**config.mk**
```make
export PLATFORM = sky130hd
export DESIGN_NAME = traffic_cmd_issuer
export DESIGN_NICKNAME = d
export VERILOG_FILES = /design/src/rtl/traffic_cmd_issuer.sv
export SDC_FILE = /design/constraint.sdc
export NUM_CORES = 1
export LEC_CHECK = 0
export ABC_AREA = 1
export CELL_PAD_IN_SITES_DETAIL_PLACEMENT = 1
export CELL_PAD_IN_SITES_GLOBAL_PLACEMENT = 2
export CORE_ASPECT_RATIO = 0.7
export CORE_MARGIN = 2
export CORE_UTILIZATION = 40
export CTS_CLUSTER_DIAMETER = 60
export CTS_CLUSTER_SIZE = 10
export DETAILED_ROUTE_END_ITERATION = 8
export HOLD_SLACK_MARGIN = 0.02
export PLACE_DENSITY = 0.83
export SLEW_MARGIN = 25
export SYNTH_ARGS = -nofsm -noshare
export SYNTH_HDL_FRONTEND = slang
export SYNTH_SLANG_ARGS = --single-unit
export TNS_END_PERCENT = 1
```
**constraint.sdc**
```tcl
create_clock -name clk_i -period 4.3 [get_ports clk_i]
set_input_delay 0.86 -clock clk_i [delete_from_list [all_inputs] [get_ports clk_i]]
set_output_delay 0.86 -clock clk_i [all_outputs]
set_load 0.01 [all_outputs]
```
**src/rtl/traffic_cmd_issuer.sv**
```systemverilog
// Command issuer for traffic_lights: validates host requests, queues them in a FIFO and replays
// them as single-cycle cmd_valid pulses separated by a fixed idle gap.
module traffic_cmd_issuer #(
    parameter int unsigned FIFO_DEPTH = 4,
    parameter int unsigned CMD_GAP    = 2
) (
    input  logic                            clk_i,
    input  logic                            rst_ni,
    input  logic                            req_valid_i,
    output logic                            req_ready_o,
    input  logic [2:0]                      req_type_i,
    input  logic [15:0]                     req_data_i,
    input  logic                            flush_i,
    output logic                            cmd_valid_o,
    output logic [2:0]                      cmd_type_o,
    output logic [15:0]                     cmd_data_o,
    output logic                            busy_o,
    output logic                            err_o,
    output logic [$clog2(FIFO_DEPTH):0]     used_o
);

    localparam int unsigned PtrW  = $clog2(FIFO_DEPTH);
    localparam int unsigned UsedW = PtrW + 1;
    localparam int unsigned GapW  = (CMD_GAP > 1) ? $clog2(CMD_GAP) : 1;
    localparam logic [UsedW-1:0] UsedFull = UsedW'(FIFO_DEPTH);
    localparam logic [GapW-1:0]  GapLast  = GapW'(CMD_GAP - 1);

    typedef enum logic [1:0] {StIdle, StIssue, StGap} state_e;

    state_e            state_q;
    logic [GapW-1:0]   gap_cnt_q;
    logic              cmd_valid_q;
    logic [2:0]        cmd_type_q;
    logic [15:0]       cmd_data_q;

    logic [2:0]        type_mem [FIFO_DEPTH];
    logic [15:0]       data_mem [FIFO_DEPTH];
    logic [PtrW-1:0]   wr_ptr_q, wr_ptr_d;
    logic [PtrW-1:0]   rd_ptr_q, rd_ptr_d;
    logic [UsedW-1:0]  used_q, used_d;
    logic              ready_q;
    logic              err_q;

    logic              xfer;
    logic              req_ok;
    logic              push;
    logic              pop;
    logic [15:0]       store_data;

    assign xfer = req_valid_i & ready_q;

    always_comb begin
        req_ok = 1'b0;
        unique case (req_type_i)
            3'd0, 3'd1, 3'd2: req_ok = 1'b1;
            3'd3, 3'd4, 3'd5: req_ok = (req_data_i != 16'd0);
            default:          req_ok = 1'b0;
        endcase
    end

    // Flush wins over a same-cycle push; the handshake still completes.
    assign push       = xfer & req_ok & ~flush_i;
    assign pop        = (state_q == StIssue) & ~flush_i;
    assign store_data = (req_type_i <= 3'd2) ? 16'd0 : req_data_i;

    always_comb begin
        used_d   = used_q;
        wr_ptr_d = wr_ptr_q;
        rd_ptr_d = rd_ptr_q;
        if (flush_i) begin
            used_d   = '0;
            wr_ptr_d = '0;
            rd_ptr_d = '0;
        end else begin
            if (push) wr_ptr_d = wr_ptr_q + 1'b1;
            if (pop)  rd_ptr_d = rd_ptr_q + 1'b1;
            if (push && !pop) begin
                used_d = used_q + 1'b1;
            end else if (pop && !push) begin
                used_d = used_q - 1'b1;
            end
        end
    end

    always_ff @(posedge clk_i or negedge rst_ni) begin
        if (!rst_ni) begin
            used_q   <= '0;
            wr_ptr_q <= '0;
            rd_ptr_q <= '0;
            ready_q  <= 1'b0;
            err_q    <= 1'b0;
        end else begin
            used_q   <= used_d;
            wr_ptr_q <= wr_ptr_d;
            rd_ptr_q <= rd_ptr_d;
            ready_q  <= (used_d != UsedFull);
            err_q    <= xfer & ~req_ok & ~flush_i;
        end
    end

    always_ff @(posedge clk_i) begin
        if (push) begin
            type_mem[wr_ptr_q] <= req_type_i;
            data_mem[wr_ptr_q] <= store_data;
        end
    end

    // Outputs are loaded on entry to StIssue; the head is popped on leaving it.
    always_ff @(posedge clk_i or negedge rst_ni) begin
        if (!rst_ni) begin
            state_q     <= StIdle;
            gap_cnt_q   <= '0;
            cmd_valid_q <= 1'b0;
            cmd_type_q  <= 3'd0;
            cmd_data_q  <= 16'd0;
        end else begin
            cmd_valid_q <= 1'b0;
            cmd_type_q  <= 3'd0;
            cmd_data_q  <= 16'd0;
            if (flush_i) begin
                if (state_q != StIdle) begin
                    state_q   <= StGap;
                    gap_cnt_q <= '0;
                end
            end else begin
                unique case (state_q)
                    StIdle: begin
                        if (used_q != '0) begin
                            state_q     <= StIssue;
                            cmd_valid_q <= 1'b1;
                            cmd_type_q  <= type_mem[rd_ptr_q];
                            cmd_data_q  <= data_mem[rd_ptr_q];
                        end
                    end
                    StIssue: begin
                        state_q   <= StGap;
                        gap_cnt_q <= '0;
                    end
                    StGap: begin
                        if (gap_cnt_q == GapLast) begin
                            if (used_q != '0) begin
                                state_q     <= StIssue;
                                cmd_valid_q <= 1'b1;
                                cmd_type_q  <= type_mem[rd_ptr_q];
                                cmd_data_q  <= data_mem[rd_ptr_q];
                            end else begin
                                state_q <= StIdle;
                            end
                        end else begin
                            gap_cnt_q <= gap_cnt_q + 1'b1;
                        end
                    end
                    default: state_q <= StIdle;
                endcase
            end
        end
    end

    assign req_ready_o = ready_q;
    assign cmd_valid_o = cmd_valid_q;
    assign cmd_type_o  = cmd_type_q;
    assign cmd_data_o  = cmd_data_q;
    assign busy_o      = (used_q != '0) | (state_q != StIdle);
    assign err_o       = err_q;
    assign used_o      = used_q;

endmodule

```
Yosys cells after proc, flatten, opt, wreduce, memory -nomap -nowiden
Memories as Yosys holds them, arrays and structs flattened.
Cells that the tools add are included.

cells by class
  add/subtract/negate cells = 5
  order comparisons = 1
  eq/ne operators = 11
  mux-type cells = 33
  bitwise operators = 9
  reductions and logical operators = 16

operators with widths
  kind                                                             number
  two-way mux 16 bit                                               4
  case mux 16 bit (2 select lines)                                 1
  two-way mux 3 bit                                                6
  two-way mux 2 bit                                                8
  nonzero test 16 bit                                              1
  two-way mux 1 bit                                                9
  inequality test 3 bit (second input constant)                    3
  AND 1 bit                                                        6
  == test 3 x 2 -> 1 bit (second input constant)                   2
  == test 3 bit (second input constant)                            2
  case mux 1 bit (2 select lines)                                  3
  case mux 2 bit (3 select lines)                                  1
  case mux 3 bit (2 select lines)                                  1
  nonzero test 2 bit                                               3
  nonzero test 3 bit                                               2
  OR reduction 3 bit                                               2
  adder 2 x 1 -> 2 bit (second input constant)                     2
  adder 3 x 1 -> 3 bit (second input constant)                     1
  == test 3 x 1 -> 1 bit (second input constant)                   1
  less-or-equal comparator 3 x 2 -> 1 bit (second input constant)  1
  logical NOT 3 bit                                                1
  AND reduction 3 bit                                              1
  subtractor 3 x 1 -> 3 bit (second input constant)                1
  == test 2 x 1 -> 1 bit (second input constant)                   1
  9 further kinds                                                  12

word-level totals
  register bits = 32
  memory bits (writable) = 76
  input port bits = 23
  output and inout bits = 26
  word-level logic and storage cells = 87
  memories kept = 2

memory list
  name      depth  bits a word  read ports  clocked after memory_dff  write ports  line  text
  data_mem  4      16           1           0                         1            37    logic [15:0] data_mem [FIFO_DEPTH];
  type_mem  4      3            1           0                         1            36    logic [2:0] type_mem [FIFO_DEPTH];

Logic depth before layout (Yosys ltp)
Gate-level depths: netlist of the first run.

  word-level depth = 11
  gate-level depth with buffers = 13
  depth with buffers taken out = 13

Least setup slack after synthesis of the first run
Ideal clock, no wire load.

  kind = input to register
  from = input port flush_i
  to = memory data_mem[0][0] (enable)
  library setup time = 0.395 ns
  data arrival time = 2.207 ns
  data required time = 3.905 ns
  path slack = 1.699 ns
  stages on the path = 4
  cells stage by stage = buf_6 nor3_4 nand3_4 nor2_1

between the ends
  word-level cells in the longest chain between the ends = 4

ends and longest elaborated chain
  element                                  line  text
  start, declared                          13    input logic flush_i,
  inverter 1 bit                           62    assign push = xfer & req_ok & ~flush_i;
  AND 1 bit                                62
  two-way mux 1 bit                        102   if (push) begin
  two-way mux 1 bit (not written as such)  104   data_mem[wr_ptr_q] <= store_data;
  end, declared                            37

Every way passes these cells.

Worst setup path after layout of the first run
  from = register used_q[0], in the netlist used_o[0]
  to = output port busy_o

between the ends
  word-level cells in the longest chain between the ends = 2

ends and longest elaborated chain
  element                 line  text
  start, declared         40    logic [UsedW-1:0] used_q, used_d;
  start signal, assigned  93    used_q <= used_d;
  nonzero test 3 bit      163   assign busy_o = (used_q != '0) | (state_q != StIdle);
  OR 1 bit                163
  end, declared           17    output logic busy_o,

Every way passes these cells.

==> qor.txt, run 1 <==
outcome - complete, no violations
Tightest Pin Transition - 785 ps
mapped cell area - 0.00442 sq mm
yosys warns - 0
Min-Delay Path Class - reg2reg
final hold slack - 507 ps
layout net count - 454
Clock Sinks - 108
Seq cells post-synth - 108
Max Clk Rate - 376 MHz
Syn Area/Cell - 11.9 sq um
filler cell count - 1179
gpl congestion - 0.734
CP Launch Type - register
crit path cell chain - inv_1 > ha_1 > nand2_1 > inv_1 > nand3_1 > clkdlybuf4s50_1
chip height - 92.0 um
hold path start - gap_cnt_q
hold path depth - 1
sequential area share after synthesis - 0.697
Crit path max-delay family - buffers and inverters
Worst setup EP type - primary output
Slew HR - 0.476
total number of vias - 2828
syn_nets - 403
gr ovfl total - 0
Setup CP Type - reg2out
Initial Util - 0.406
Min-Delay Endpoint - state_q[1]
Crit-path slowest cell - clkdlybuf4s50_1
Post-Syn Instances - 373
Max Transition Viols Final - 0
Synth top area share - 0.516
most frequent cells in the layout - edfxtp_1, nor2_1, clkdlybuf4s50_1, o21ai_0, inv_1
critical-path maximum fanout - 4
WP data arrival - 1800 ps
clk slew on worst S/H paths - 70 ps
clock latency on the worst-skew pair - 350 ps
# IOs - 49
FP Rows - 32
Worst Path Required - 3440 ps
CTS Buf Count - 9
H-Tree Level Count - 3
worst reg2reg path depth - 4
CTS Hold Bufs - 0
CP bufs+invs - 3
RR Startpoint - rd_ptr_q[1]
Synth area leader - edfxtp_1
Core Box Area - 0.0109 sq mm
CTS tree - yes
fraction of layout cells with a size suffix above 1 - 0.0958
DR vias/cell - 4.87
initial detailed-routing violation count - 178
Final setup viols - 0
crit-path max cell delay - 540 ps
post-route minimum period - 2660 ps
post-detailed-route count of antenna-violating nets - 0
most frequent CP cell - inv_1
port bufs - 48
HPWL Detailed - 6320 um
Resize count post-CTS - 0
DR WL/cell - 16.8 um
global-route wire length before repair - 15700 um
pin count of the biggest net entering global routing - 41
Leak Pwr - 0.00211 uW
overall routing resource usage - 0.179
Ant. Diodes - 0
TNS Setup - 0 ps
Reg2Reg Setup Slack - 2230 ps
power per cell area - 459 mW/mm^2
clock skew - 8.23 ps
Final Hold Viols - 0
Clock Tree Buf Depth - 2
post-detailed-routing wire length - 9760 um
Synth area leaders - edfxtp_1, dfrtp_1, nor2_1, o21ai_0, inv_1
Die ar. - 0.0119 sq mm
Setup Buffers After CTS - 0
Max Cap Violations - 0
initial antenna violation count - 0
Synth cell types - 30
Die X - 130 um
most common cell after layout, fill and taps aside - edfxtp_1
Design Power - 2460 uW
end-of-flow core utilization - 0.491
CTS root buf - clkbuf_16
number of global-route vias before repair - 3090
ratio of final minimum period to clock period - 0.618
Post-route DRC - 0
reg2reg end - cmd_data_o[7]
RSZ-0062 raised after global routing - false
P&R area growth vs syn - 20.8%
worst vdd ir - 0.000196 V
drt first pass iters - 4
[metal layers]
layer  part of all wire  global-route usage
met1               0.46               0.225
met2               0.49               0.297
met3              0.041              0.0537
met4              0.013              0.0547
met5                  0                   0
[registers in the layout (all words and copies together) (netlist names)]
register,count
rd_ptr_q,2
type_mem,12
wr_ptr_q,2
cmd_type_o,3
cmd_valid_o,1
gap_cnt_q,1
state_q,2
used_o,3
err_o,1
req_ready_o,1
data_mem,64
cmd_data_o,16
[layout make-up]
class	count	area, sq um	share of cell area
timing repair buffer	55	528	0.0988
sequential	108	3080	0.577
clock buffer	9	225	0.0421
multi-input combinational	209	1120	0.210
inverter	41	154	0.0288
tap	153	191	0.0358
clock inverter	6	40.0	0.00749
[report_power, final]
group | switching [uW] | internal, uW
logic | 273 | 196
clock network | 364 | 391
registers | 38.7 | 1190
[worst max-delay path by stage]
| stage | from | end | depth (start not counted) |
|---|---|---|---|
| after global routing | used_o[0] | busy_o | 6 |
| after floorplan | flush_i | data_mem[0][0] | 4 |
| after global placement | req_type_i[1] | data_mem[1][11] | 9 |
| after CTS | used_o[0] | busy_o | 6 |
| final | used_o[0] | busy_o | 6 |
| after detailed placement | req_type_i[1] | data_mem[3][5] | 9 |
[logic make-up (layout without fill, tap and decap cells)]
logic type	count (synthesis)	count (layout)	synth area share
DFF	108	108	0.697
and+or+nand+nor	136	136	0.150
adders and majority gates	7	7	0.0198
AOI/OAI and AO/OA	64	64	0.0784
xor gates and xnor gates	2	2	0.00396
buffers and inverters	56	111	0.0504
[through the flow]
stage	instance area (sq um)	instances	worst slack, ps
3_5_place_dp	5080	566	1340
2_1_floorplan	4420	373	1700
4_1_cts	5350	581	1600
5_1_grt	5350	581	1480
3_3_place_gp	5080	566	1450
6_report	5350	581	1640
[synth_stat cells, drive strengths merged]
cell type	n
inv	41
edfxtp	76
xnor2	2
ha	7
and2	20
nor4	3
o21a	1
o21ai	42
dfrtp	32
nor3	2
nand4	1
clkbuf	9
o22ai	19
buf	6
nor2	78
a21oi	2
nand2	22
nand3	10
(Power assumes the default switching activity.)
==> inputs of run 2 (changes only) <==
- CORE_UTILIZATION: 40 -> 38
- PLACE_DENSITY: 0.83 -> 0.8
- clock period: 4.3 -> 2.7 ns (I/O delays scaled with it)
==> run 2 against run 1 <==
Sequential cell count is the same. Clock-buffer cell count grew 3. Worst hold slack worse by 220 ps. Via count rose by 0.67%. Largest power group unchanged. Highest routed layer unchanged.
==> qor.txt, run 2 (synthesis results as in run 1) <==
crit path from - used_o[0]
H-Tree Level Count - 3 (unchanged)
number of global-route vias before repair - 2966 (-4.0%)
worst reg2reg path depth - 5 (+1)
CTS root buf - clkbuf_16
Max Cap Violations - 0 (unchanged)
most common cell after layout, fill and taps aside - edfxtp_1
ratio of final minimum period to clock period - 0.842
DR WL/cell - 17.0 um (+1.4%)
met2 Track Usage GR - 0.280 (-0.0169)
max reg flops - 64 (unchanged)
most frequent cells in the layout - edfxtp_1, nor2_1, clkdlybuf4s50_1, o21ai_0, inv_1
P&R area growth vs syn - 22.9%
CTS Hold Bufs - 0 (unchanged)
total number of vias - 2847 (+0.67%)
worst vdd ir - 0.000333 V (+70%)
Core Box Area - 0.0112 sq mm (+2.6%)
gpl congestion - 0.754 (+2.7%)
FP Rows - 32 (unchanged)
clock skew - 6.20 ps (-2.03 ps)
port bufs - 48 (unchanged)
CP Launch Type - register
Min-Delay Path Class - in2async
power per cell area - 729 mW/mm^2 (+59%)
Ant. Diodes - 0 (unchanged)
met3 Usage GRT - 0.0340 (-0.0197)
Final Hold Viols - 0 (unchanged)
Worst Path Required - 2160 ps (-1280 ps)
WP data arrival - 1730 ps (-70 ps)
pin count of the biggest net entering global routing - 40 (-2.4%)
drt first pass iters - 4 (unchanged)
RR Startpoint - rd_ptr_q[0]
Max Transition Viols Final - 0 (unchanged)
HPWL Detailed - 6560 um (+3.8%)
Biggest register - data_mem
global route hottest layer - met2
CTS Buf Count - 9 (unchanged)
post-detailed-routing wire length - 10000 um (+2.8%)
overall routing resource usage - 0.175 (-0.00356)
TNS Setup - 0 ps (unchanged)
RSZ-0062 raised after global routing - false
met1 track demand over resource - 0.239 (+0.0135)
Leak Pwr - 0.00215 uW (+2.2%)
initial antenna violation count - 0 (unchanged)
Max Clk Rate - 440 MHz
Final setup viols - 0 (unchanged)
# IOs - 49 (unchanged)
Worst setup EP type - primary output
critical-path maximum fanout - 4 (unchanged)
outcome - complete, no violations
Die ar. - 0.0125 sq mm (+5.1%)
clock latency on the worst-skew pair - 350 ps (about the same)
gr ovfl total - 0 (unchanged)
Clock Sinks - 108 (unchanged)
Initial Util - 0.396 (-0.0102)
post-detailed-route count of antenna-violating nets - 0 (unchanged)
fraction of layout cells with a size suffix above 1 - 0.108 (+0.0120)
Slew HR - 0.461 (-0.0158)
end-of-flow core utilization - 0.487 (-0.00414)
Resize count post-CTS - 0 (unchanged)
layout net count - 461 (+1.5%)
Die X - 133 um (+2.5%)
filler cell count - 1161 (-1.5%)
Clock Tree Buf Depth - 2 (unchanged)
CTS tree - yes
Post-route DRC - 0 (unchanged)
initial detailed-routing violation count - 162 (-9.0%)
Setup Buffers After CTS - 0 (unchanged)
Setup CP Type - reg2out
chip height - 94.3 um (+2.5%)
post-route minimum period - 2270 ps
DR vias/cell - 4.83 (-0.70%)
global-route wire length before repair - 16200 um (+2.7%)
Tightest Pin Transition - 809 ps (+23.7 ps)
clk slew on worst S/H paths - 70 ps (about the same)
## run 2: cell count changes in the layout (fill, tap and decap cells not counted), sizes merged
cell | before | now
buf | 8 | 15
clkinv | 4 | 2
clkbuf | 9 | 12
## run 2: worst paths after layout
path / end / slack [ps]
setup / recovery: busy_o / 430
hold / removal: used_o[1] / 290
setup reg to reg: cmd_data_o[15] / 970
hold reg to reg: state_q[1] / 490
max in group asynchronous: cmd_data_o[7] / 1910
min in group clk_i: state_q[1] / 490
## run 2: metrics by stage
| stage | hold WS [ps] | area [sq um] | power [uW] | instances | setup WS [ps] |
|---|---|---|---|---|---|
| after detailed placement | 497 | 5160 | 2760 | 573 | 325 |
| after global placement | 477 | 5160 | 2740 | 573 | 397 |
| after CTS | 312 | 5440 | 4010 | 589 | 397 |
| after global routing | 350 | 5440 | 4150 | 589 | 339 |
| final | 287 | 5440 | 3960 | 589 | 425 |
| after floorplan | 244 | 4420 | 2410 | 373 | 419 |
## run 2: layout make-up
type / instances / area [sq um] / share of cell area
Sequential cell: 108 / 3080 / 0.567
Clock inverter: 4 / 32.5 / 0.00598
Multi-Input combinational cell: 209 / 1120 / 0.207
Inverter: 41 / 154 / 0.0283
Tap cell: 153 / 191 / 0.0352
Clock buffer: 12 / 246 / 0.0453
Timing Repair Buffer: 62 / 606 / 0.111
## run 2: critical path: stages, from the launching register on
cell and delay [ps]:
dfrtp_1 390, inv_1 90, ha_1 190, nand2_1 60, inv_1 60, nand3_1 60
clkdlybuf4s50_1 530
## run 2: power breakdown
group          switching (uW)  internal, uW  total (uW)
combinational             438           320         758
sequential               56.8          1900        1960
clock                     588           661        1250
## run 2: layer usage
metal  share of wire  routed length [um]  vias up
met5               0                   0        -
met4           0.015                 150        0
met3           0.034                 339       11
met2            0.45                4540       46
met1            0.50                5000     1416
li1                -                   -     1374
